## config.mk

```make
export PLATFORM = sky130hd
export DESIGN_NAME = dcache_ctrl_flat
export DESIGN_NICKNAME = d
export VERILOG_FILES = /design/src/rtl/dcache_ctrl_if.sv /design/src/rtl/dcache_ctrl.sv /design/src/flat_wrapper.sv
export SDC_FILE = /design/constraint.sdc
export NUM_CORES = 2
export LEC_CHECK = 0
export BUFFER_PORTS_ARGS = -buffer_cell sky130_fd_sc_hd__clkbuf_2
export CAP_MARGIN = 25
export CORE_MARGIN = 10
export CORE_UTILIZATION = 35
export DETAILED_ROUTE_END_ITERATION = 16
export GPL_ROUTABILITY_DRIVEN = 0
export RECOVER_POWER = 50
export SYNTH_ARGS = -nofsm -noshare
export SYNTH_HDL_FRONTEND = slang
export SYNTH_SLANG_ARGS = --single-unit
```

## constraint.sdc

```tcl
create_clock -name clk -period 5.06 [get_ports clk]
set_input_delay 0.253 -clock clk [delete_from_list [all_inputs] [get_ports clk]]
set_output_delay 0.253 -clock clk [all_outputs]
set_load 0.02 [all_outputs]
```

## src/rtl/dcache_ctrl_if.sv

```systemverilog
// CPU-side request/response and memory-side req/ready signals of the data cache.
// The slave modport is the cache's view; master is the CPU/memory environment.
interface dcache_ctrl_if;
  logic        mem_read;
  logic        mem_write;
  logic [31:0] addr;
  logic [31:0] wdata;
  logic [31:0] rdata;
  logic        dhit;
  logic        m_req;
  logic        m_we;
  logic [31:0] m_addr;
  logic [31:0] m_wdata;
  logic [31:0] m_rdata;
  logic        m_ready;

  modport slave (
    input  mem_read, mem_write, addr, wdata, m_rdata, m_ready,
    output rdata, dhit, m_req, m_we, m_addr, m_wdata
  );

  modport master (
    output mem_read, mem_write, addr, wdata, m_rdata, m_ready,
    input  rdata, dhit, m_req, m_we, m_addr, m_wdata
  );
endinterface

```

## src/rtl/dcache_ctrl.sv

```systemverilog
// Direct-mapped write-through, no-write-allocate D-cache: read hit 0 cycles, miss refills a line.
// dhit=0 stalls the pipeline; memory requests hold address/data until m_ready.
module dcache_ctrl #(
  parameter int SETS       = 16,
  parameter int LINE_WORDS = 4
) (
  input  logic         clk,
  input  logic         reset,
  dcache_ctrl_if.slave io_bus
);
  localparam int INDEX_W = $clog2(SETS);
  localparam int OFF_W   = $clog2(LINE_WORDS);
  localparam int TAG_W   = 32 - 2 - OFF_W - INDEX_W;

  localparam logic [1:0] S_IDLE   = 2'd0;
  localparam logic [1:0] S_REFILL = 2'd1;
  localparam logic [1:0] S_WRITE  = 2'd2;
  localparam logic [1:0] S_DONE   = 2'd3;

  logic [1:0]       r_state;
  logic [SETS-1:0]  r_valid;
  logic [TAG_W-1:0] r_tag  [SETS];
  logic [31:0]      r_data [SETS][LINE_WORDS];
  logic [OFF_W-1:0] r_cnt;

  logic [TAG_W-1:0]   w_tag;
  logic [INDEX_W-1:0] w_index;
  logic [OFF_W-1:0]   w_word;
  logic               w_hit;
  logic               w_last;
  logic               w_refill_ack;
  logic               w_write_ack;
  logic               w_unused_ok;

  assign w_tag        = io_bus.addr[31 -: TAG_W];
  assign w_index      = io_bus.addr[2+OFF_W +: INDEX_W];
  assign w_word       = io_bus.addr[2 +: OFF_W];
  assign w_hit        = r_valid[w_index] && (r_tag[w_index] == w_tag);
  assign w_last       = (r_cnt == OFF_W'(LINE_WORDS - 1));
  assign w_refill_ack = (r_state == S_REFILL) && io_bus.m_ready;
  assign w_write_ack  = (r_state == S_WRITE) && io_bus.m_ready;
  assign w_unused_ok  = &{1'b0, io_bus.addr[1:0]};

  // Valid is dropped at miss detection so an aborted refill leaves the line invalid.
  always_ff @(posedge clk or posedge reset) begin
    if (reset) begin
      r_state <= S_IDLE;
      r_valid <= '0;
      r_cnt   <= '0;
    end else begin
      case (r_state)
        S_IDLE: begin
          if (io_bus.mem_write) begin
            r_state <= S_WRITE;
          end else if (io_bus.mem_read && !w_hit) begin
            r_valid[w_index] <= 1'b0;
            r_cnt            <= '0;
            r_state          <= S_REFILL;
          end
        end
        S_REFILL: begin
          if (io_bus.m_ready) begin
            r_cnt <= r_cnt + 1'b1;
            if (w_last) begin
              r_valid[w_index] <= 1'b1;
              r_state          <= S_IDLE;
            end
          end
        end
        S_WRITE: begin
          if (io_bus.m_ready) r_state <= S_DONE;
        end
        default: r_state <= S_IDLE;
      endcase
    end
  end

  always_ff @(posedge clk) begin
    if (w_refill_ack) begin
      r_data[w_index][r_cnt] <= io_bus.m_rdata;
      if (w_last) r_tag[w_index] <= w_tag;
    end else if (w_write_ack && w_hit) begin
      r_data[w_index][w_word] <= io_bus.wdata;
    end
  end

  logic        w_dhit;
  logic        w_m_req;
  logic        w_m_we;
  logic [31:0] w_m_addr;
  logic [31:0] w_m_wdata;

  always_comb begin
    w_dhit    = 1'b0;
    w_m_req   = 1'b0;
    w_m_we    = 1'b0;
    w_m_addr  = '0;
    w_m_wdata = '0;
    case (r_state)
      S_IDLE:   w_dhit = !io_bus.mem_write && !(io_bus.mem_read && !w_hit);
      S_REFILL: begin
        w_m_req  = 1'b1;
        w_m_addr = {w_tag, w_index, r_cnt, 2'b00};
      end
      S_WRITE: begin
        w_m_req   = 1'b1;
        w_m_we    = 1'b1;
        w_m_addr  = {io_bus.addr[31:2], 2'b00};
        w_m_wdata = io_bus.wdata;
      end
      default:  w_dhit = 1'b1;
    endcase
  end

  assign io_bus.dhit    = w_dhit;
  assign io_bus.m_req   = w_m_req;
  assign io_bus.m_we    = w_m_we;
  assign io_bus.m_addr  = w_m_addr;
  assign io_bus.m_wdata = w_m_wdata;
  assign io_bus.rdata   = r_data[w_index][w_word];
endmodule

```

## src/flat_wrapper.sv

```systemverilog
// flat-port wrapper written by rule: the top's interface ports become plain ports
module dcache_ctrl_flat 
#(
  parameter int SETS       = 16,
  parameter int LINE_WORDS = 4
)
  (clk, reset, io_bus_mem_read, io_bus_mem_write, io_bus_addr, io_bus_wdata, io_bus_m_rdata, io_bus_m_ready, io_bus_rdata, io_bus_dhit, io_bus_m_req, io_bus_m_we, io_bus_m_addr, io_bus_m_wdata);
  dcache_ctrl_if io_bus_i ();
  input  logic clk;
  input  logic reset;
  input wire logic [$bits(io_bus_i.mem_read)-1:0] io_bus_mem_read;
  input wire logic [$bits(io_bus_i.mem_write)-1:0] io_bus_mem_write;
  input wire logic [$bits(io_bus_i.addr)-1:0] io_bus_addr;
  input wire logic [$bits(io_bus_i.wdata)-1:0] io_bus_wdata;
  input wire logic [$bits(io_bus_i.m_rdata)-1:0] io_bus_m_rdata;
  input wire logic [$bits(io_bus_i.m_ready)-1:0] io_bus_m_ready;
  output wire logic [$bits(io_bus_i.rdata)-1:0] io_bus_rdata;
  output wire logic [$bits(io_bus_i.dhit)-1:0] io_bus_dhit;
  output wire logic [$bits(io_bus_i.m_req)-1:0] io_bus_m_req;
  output wire logic [$bits(io_bus_i.m_we)-1:0] io_bus_m_we;
  output wire logic [$bits(io_bus_i.m_addr)-1:0] io_bus_m_addr;
  output wire logic [$bits(io_bus_i.m_wdata)-1:0] io_bus_m_wdata;
  assign io_bus_i.mem_read = io_bus_mem_read;
  assign io_bus_i.mem_write = io_bus_mem_write;
  assign io_bus_i.addr = io_bus_addr;
  assign io_bus_i.wdata = io_bus_wdata;
  assign io_bus_i.m_rdata = io_bus_m_rdata;
  assign io_bus_i.m_ready = io_bus_m_ready;
  assign io_bus_rdata = io_bus_i.rdata;
  assign io_bus_dhit = io_bus_i.dhit;
  assign io_bus_m_req = io_bus_i.m_req;
  assign io_bus_m_we = io_bus_i.m_we;
  assign io_bus_m_addr = io_bus_i.m_addr;
  assign io_bus_m_wdata = io_bus_i.m_wdata;
  dcache_ctrl #(.SETS(SETS), .LINE_WORDS(LINE_WORDS)) u_core (.clk(clk), .reset(reset), .io_bus(io_bus_i));
endmodule
```

Word level (Yosys, flattened, before mapping). Memories as Yosys holds them, arrays and structs flattened. Cells that the tools add are included. Widths: inputs -> output; s select.

Register bits: 20. RAM bits: 2432. Input bits: 101. Output and inout bits: 99. Word-level logic and storage cells: 340. Memories: 2.

Memories: u_core.r_data (words 16, bits a word 128, read ports 1, clocked after memory_dff 0, wr ports 1, line dcache_ctrl.sv:23) `logic [31:0] r_data [SETS][LINE_WORDS];`; u_core.r_tag (words 16, bits a word 24, read ports 1, clocked after memory_dff 0, wr ports 1, line dcache_ctrl.sv:22) `logic [TAG_W-1:0] r_tag [SETS];`.

Add/sub/neg operators: 1. $lt $le $gt $ge: 6. Equality and inequality tests: 10. Mux-type cells: 167. Bitwise operators: 133. Reductions and logical operators: 18.

Operators with widths (count): $mux 128 (2); $mux 32 (5); $mux 1 (138); $demux 32 s2 (2); $or 1x1->1 (128); $bmux 32 s2 (1); $mux 16 (4); $pmux 32 s2 (1); $pmux 16 s2 (1); $eq 24x24->1 (1); $and 16x16->16 (1); $mux 2 (8); $not 16->16 (1); $or 16x16->16 (1); $logic_and 1x1->1 (9); $reduce_and 4->1 (2); $ge 3x3->1 const B (2); $lt 3x1->1 const B (2); $ne 2x2->1 const B (3); $not 2->3 (2); $pmux 2 s3 (1); $lt 4x5->1 const B (1); $reduce_and 5->1 (1); $bmux 1 s4 (1); 13 further kinds (17).

Logic depth before layout (Yosys ltp).
Depth after elaboration: 9. Depth in mapped cells: 17. Mapped depth without buffers: 9.

Least setup slack after synthesis. Ideal clock, no wire load.

Kind: input port to flip-flop. Start point: input io_bus_addr[4]. End point: memory u_core.r_data[0][0] (netlist name) (enable). Setup time: 0.432 ns. Data arrival time: 4.995 ns. Required time: 4.628 ns. Setup slack: -0.367 ns. Stages: 16. Path buffers: 7. Path through: buf_4 > buf_4 > buf_4 > buf_2 > mux2i_1 > a22oi_1 > nand3_1 > a21oi_1 > o31a_1 > or4_1 > nor3_4 > nand4_1 > buf_2 > buf_2 > buf_2 > a21oi_1.

Cells in the longest elaborated chain, start to end: 8. Elaborated cells between the ends (all ways): 10. Those cells by class: eq/ne (1); mux (5); bitwise (1); reduce/logical (2); memory (1).

RTL lines: start, declared (line flat_wrapper.sv:13) `input wire logic [$bits(io_bus_i.addr)-1:0] io_bus_addr;`; $mem_v2 16x24 / $bmux 1 s4 (equally long branches); $eq 24x24->1 / $mux 1 (equally long branches) (line dcache_ctrl.sv:38) `assign w_hit = r_valid[w_index] && (r_tag[w_index] == w_tag);`; $logic_and 1x1->1 (line dcache_ctrl.sv:38); $logic_and 1x1->1 (line dcache_ctrl.sv:82) `end else if (w_write_ack && w_hit) begin`; $mux 1 (line dcache_ctrl.sv:82); $mux 1 (line dcache_ctrl.sv:79) `if (w_refill_ack) begin`; $mux 128 (implied by the code) (line dcache_ctrl.sv:83) `r_data[w_index][w_word] <= io_bus.wdata;`; $or 1x1->1 (no line); end, declared (line dcache_ctrl.sv:23).

Parallel ways exist; a longest one is shown, timed or not. The select of a mux whose other input is x is not followed.

Worst setup path after layout.
Start point: memory u_core.r_tag[15][0] (netlist name). End point: memory u_core.r_data[12][32] (netlist name) (enable).

Cells in the longest elaborated chain, start to end: 8.

RTL lines (line): start, declared (dcache_ctrl.sv:22); $mem_v2 16x24; $eq 24x24->1 (dcache_ctrl.sv:38); $logic_and 1x1->1 (dcache_ctrl.sv:38); $logic_and 1x1->1 (dcache_ctrl.sv:82); $mux 1 (dcache_ctrl.sv:82); $mux 1 (dcache_ctrl.sv:79); $mux 128 (implied by the code) (dcache_ctrl.sv:83); $or 1x1->1 (no line).

Every way passes these cells.

==> out/summary.txt <==
Antenna Violating Nets Remaining: 0
outcome: finished with violations
row count: 192
M3 GR Usage: 3.04%
synth warn: 0
clk root buf: clkbuf_16
Nets: 4675
worst-path maximum fanout: 32
WL per Instance: 30.1 µm
DIE WIDTH: 544 µm
Area after DPL: 104000 µm²
power density over the cells: 389 nW/µm²
Starting Density: 35.2%
max_cap viols: 2
commonest non-fill, non-tap cells in the layout: edfxtp_1, mux4_2, clkbuf_16, clkbuf_2, clkbuf_1
Pre-antenna DRT Iters: 5
maximum VDD drop: 0.299 mV
critical-path cell list: mux4_2 -> and2_0 -> a311oi_1 -> o22ai_1 -> nor3_1 -> nand4bb_1 -> nor3_1 -> buf_12 -> a41oi_1 -> clkbuf_2 -> nor2_4 -> clkbuf_4
Crit. End Element: register
drt drc: 0
final setup fails: 0
Fin. Hold Viols: 0
Netlist Area Pre-Place: 96300 µm²
FFs w/ async S/R, synth: 0.816%
CTS tree: yes
met2 global-route usage: 26.6%
Leakage Power: 34.6 nW
I/O Pins: 200
1st-iter DRT viols: 5449
hold endpoint: u_core.r_data[13][87]$_DFFE_PP_
grt ovf: 0
max-slew violations: 50
die area: 296000 µm²
Die Y: 544 µm
syn_area_per_cell: 23.5 µm²
port bufs: 195
failing checks: max-capacitance violations, max-slew violations
RSZ-0062 raised after global routing: no
final worst-path cycle share: 94.4%
EDFF count, synth: 2432
total CTS buffers: 243
Synth Flop Type: edfxtp_1
DRT Wirelength: 251 mm
antenna violations before repair: 26
worst-margin pin slew: 2130 ps
fin worst setup slack: 285 ps
clock latency on the worst-skew pair: 930 ps
Slowest cell on crit path: clkbuf_4
Pwr Total: 43.3 mW
hold path start: io_bus_wdata[23]
via/cell ratio: 5.52
vias in the first global route: 46.7k
Max clock buf depth: 4
CP dominant cell by count: nor3_1
DPL Wire Length: 142 mm
Critical Path AT: 5250 ps
Area Growth Syn to Fin: 15.6%
worst slack at placement: 210 ps
largest net degree at the start of global routing: 153
clk_skew: 129 ps
first-pass GRT wire length: 354 mm
Synth Instances: 4102
Fin Hold WS: 108 ps
sequential-to-total area share from yosys stat: 76.4%
Tmin final: 4780 ps
worst r2r path cells: 12
Total GRT Usage: 16.5%
Sink Count: 2452
cts repair resizes: 0
reg2reg end: u_core.r_data[12][32]$_DFFE_PP_
Critical Path RT: 5530 ps
register area: 73500 µm²
Rel. slew slack: -42.0%
WHS Path Cells: 2
most common cell after layout, fill and taps aside: edfxtp_1
Reg-to-Reg Start: u_core.r_tag[15][0]$_DFFE_PP_
fmax: 209 MHz
H-tree levels: 4
number of synthesized register bits: 2452
path type of the worst setup path: register to register
Worst-path clk slew: 70 ps
slowest stage delay, CP: 690 ps
GRT Max-Usage Layer: met2
final instance area: 111000 µm²
Tightest Hold Check Type: primary input to register
layout cells sized above 1: 31.4%
Core Area: 274000 µm²
vias: 46.1k
startpoint types: register
reg2reg setup slack: 280 ps
Synth cell types: 62
M1 GR Usage: 23.3%
multi-input logic area: 22000 µm²
Fill cells: 23.7k
## logic make-up (layout without fill, tap and decap cells)
family,count (synthesis),count (layout),share of synthesized area [%]
flip-flops,2452,2452,76.4
AO/OA/AOI/OAI,127,127,0.890
AND/OR/NAND/NOR,259,259,1.34
buffers and inverters,247,889,1.07
adder cells (fa/ha/maj),7,7,0.0910
multiplexers,980,980,19.9
XOR/XNOR,29,29,0.264
other,1,10,0.00390
## final cells by class
class                   count  area share (%)
clock buffers             295            5.68
inverters                  21          0.0787
repair buffers            445            3.21
clock inverters           128            1.16
well taps                3589            4.03
flip-flops and latches   2452            66.1
diodes                      8          0.0180
multi-input cells        1404            19.8
## power by group
part	internal (mW)	switching (mW)
clock network	10.0	7.51
logic	1.19	2.05
registers	22.4	0.0420
total	33.7	9.60
## registers in the layout, indices dropped and copies added, names as in the netlist, named ones only
| register | flops |
|---|---|
| u_core.r_data | 2048 |
| u_core.r_tag | 384 |
| u_core.r_cnt | 2 |
| u_core.r_state | 2 |
## repair_timing
action	4_1_cts	5_1_grt
endpoints found under the hold margin	626	0
endpoints found under the setup margin	0	92
setup buffers	0	3
hold buffers	52	0
## worst max-delay path: cells and delay by family, from the launching register on
kind	cells	cell delay (ps)
and+or+nand+nor	5	1340
AOI/OAI and AO/OA	3	820
muxes	1	520
buffers and inverters	3	1310
DFF	1	360
## per-layer routing
metal	vias up	part of all wire, %
met5	-	0.034
met4	8	2.7
met3	399	8.4
met2	2096	48
met1	25013	41
li1	18537	-
## worst max-delay path by stage
stage	end	cells past startpoint	startpoint	slack [ps]
finish	u_core.r_data[12][32]$_DFFE_PP_	12	u_core.r_tag[15][0]$_DFFE_PP_	280
global route	u_core.r_data[12][32]$_DFFE_PP_	12	u_core.r_tag[15][0]$_DFFE_PP_	180
CTS	u_core.r_data[14][102]$_DFFE_PP_	12	u_core.r_tag[15][0]$_DFFE_PP_	70
detailed placement	u_core.r_data[10][112]$_DFFE_PP_	13	io_bus_addr[4]	210
global placement	u_core.r_data[6][101]$_DFFE_PP_	13	io_bus_addr[5]	260
floorplan	u_core.r_data[0][0]$_DFFE_PP_	16	io_bus_addr[4]	-370
## cells in the mapped netlist, types with 3 or more instances
library cell,n,area share [%]
xnor2_1,13,0.12
xor2_1,16,0.15
inv_1,19,0.074
a22oi_1,27,0.21
nor2b_1,7,0.045
nor3b_1,4,0.031
mux2_2,120,1.4
nor3_1,6,0.031
a221oi_1,4,0.036
o21ai_0,22,0.11
a31oi_1,5,0.032
buf_4,11,0.086
nand4_1,5,0.032
buf_2,42,0.22
o22ai_1,12,0.078
clkbuf_1,141,0.55
a21oi_1,25,0.13
buf_1,31,0.12
mux4_2,735,17
mux2i_1,88,0.92
edfxtp_1,2432,76
dfrtp_1,20,0.52
nor2_1,97,0.38
o31a_1,3,0.027
o2111ai_1,4,0.036
ha_1,7,0.091
and2_1,63,0.41
and3_1,8,0.052
nand3_1,19,0.099
nand2b_1,5,0.032
o31ai_1,3,0.023
nand2_1,34,0.13
mux2_1,37,0.43
## through the flow
step	util [%]	cells	setup TNS, ps
6_report	40.7	8342	0
5_1_grt	40.7	8334	0
4_1_cts	41.1	8328	0
3_5_place_dp	38.1	7853	0
3_3_place_gp	38.1	7850	0
2_1_floorplan	-	4103	-155810
Power figures use the tool's default switching activity.
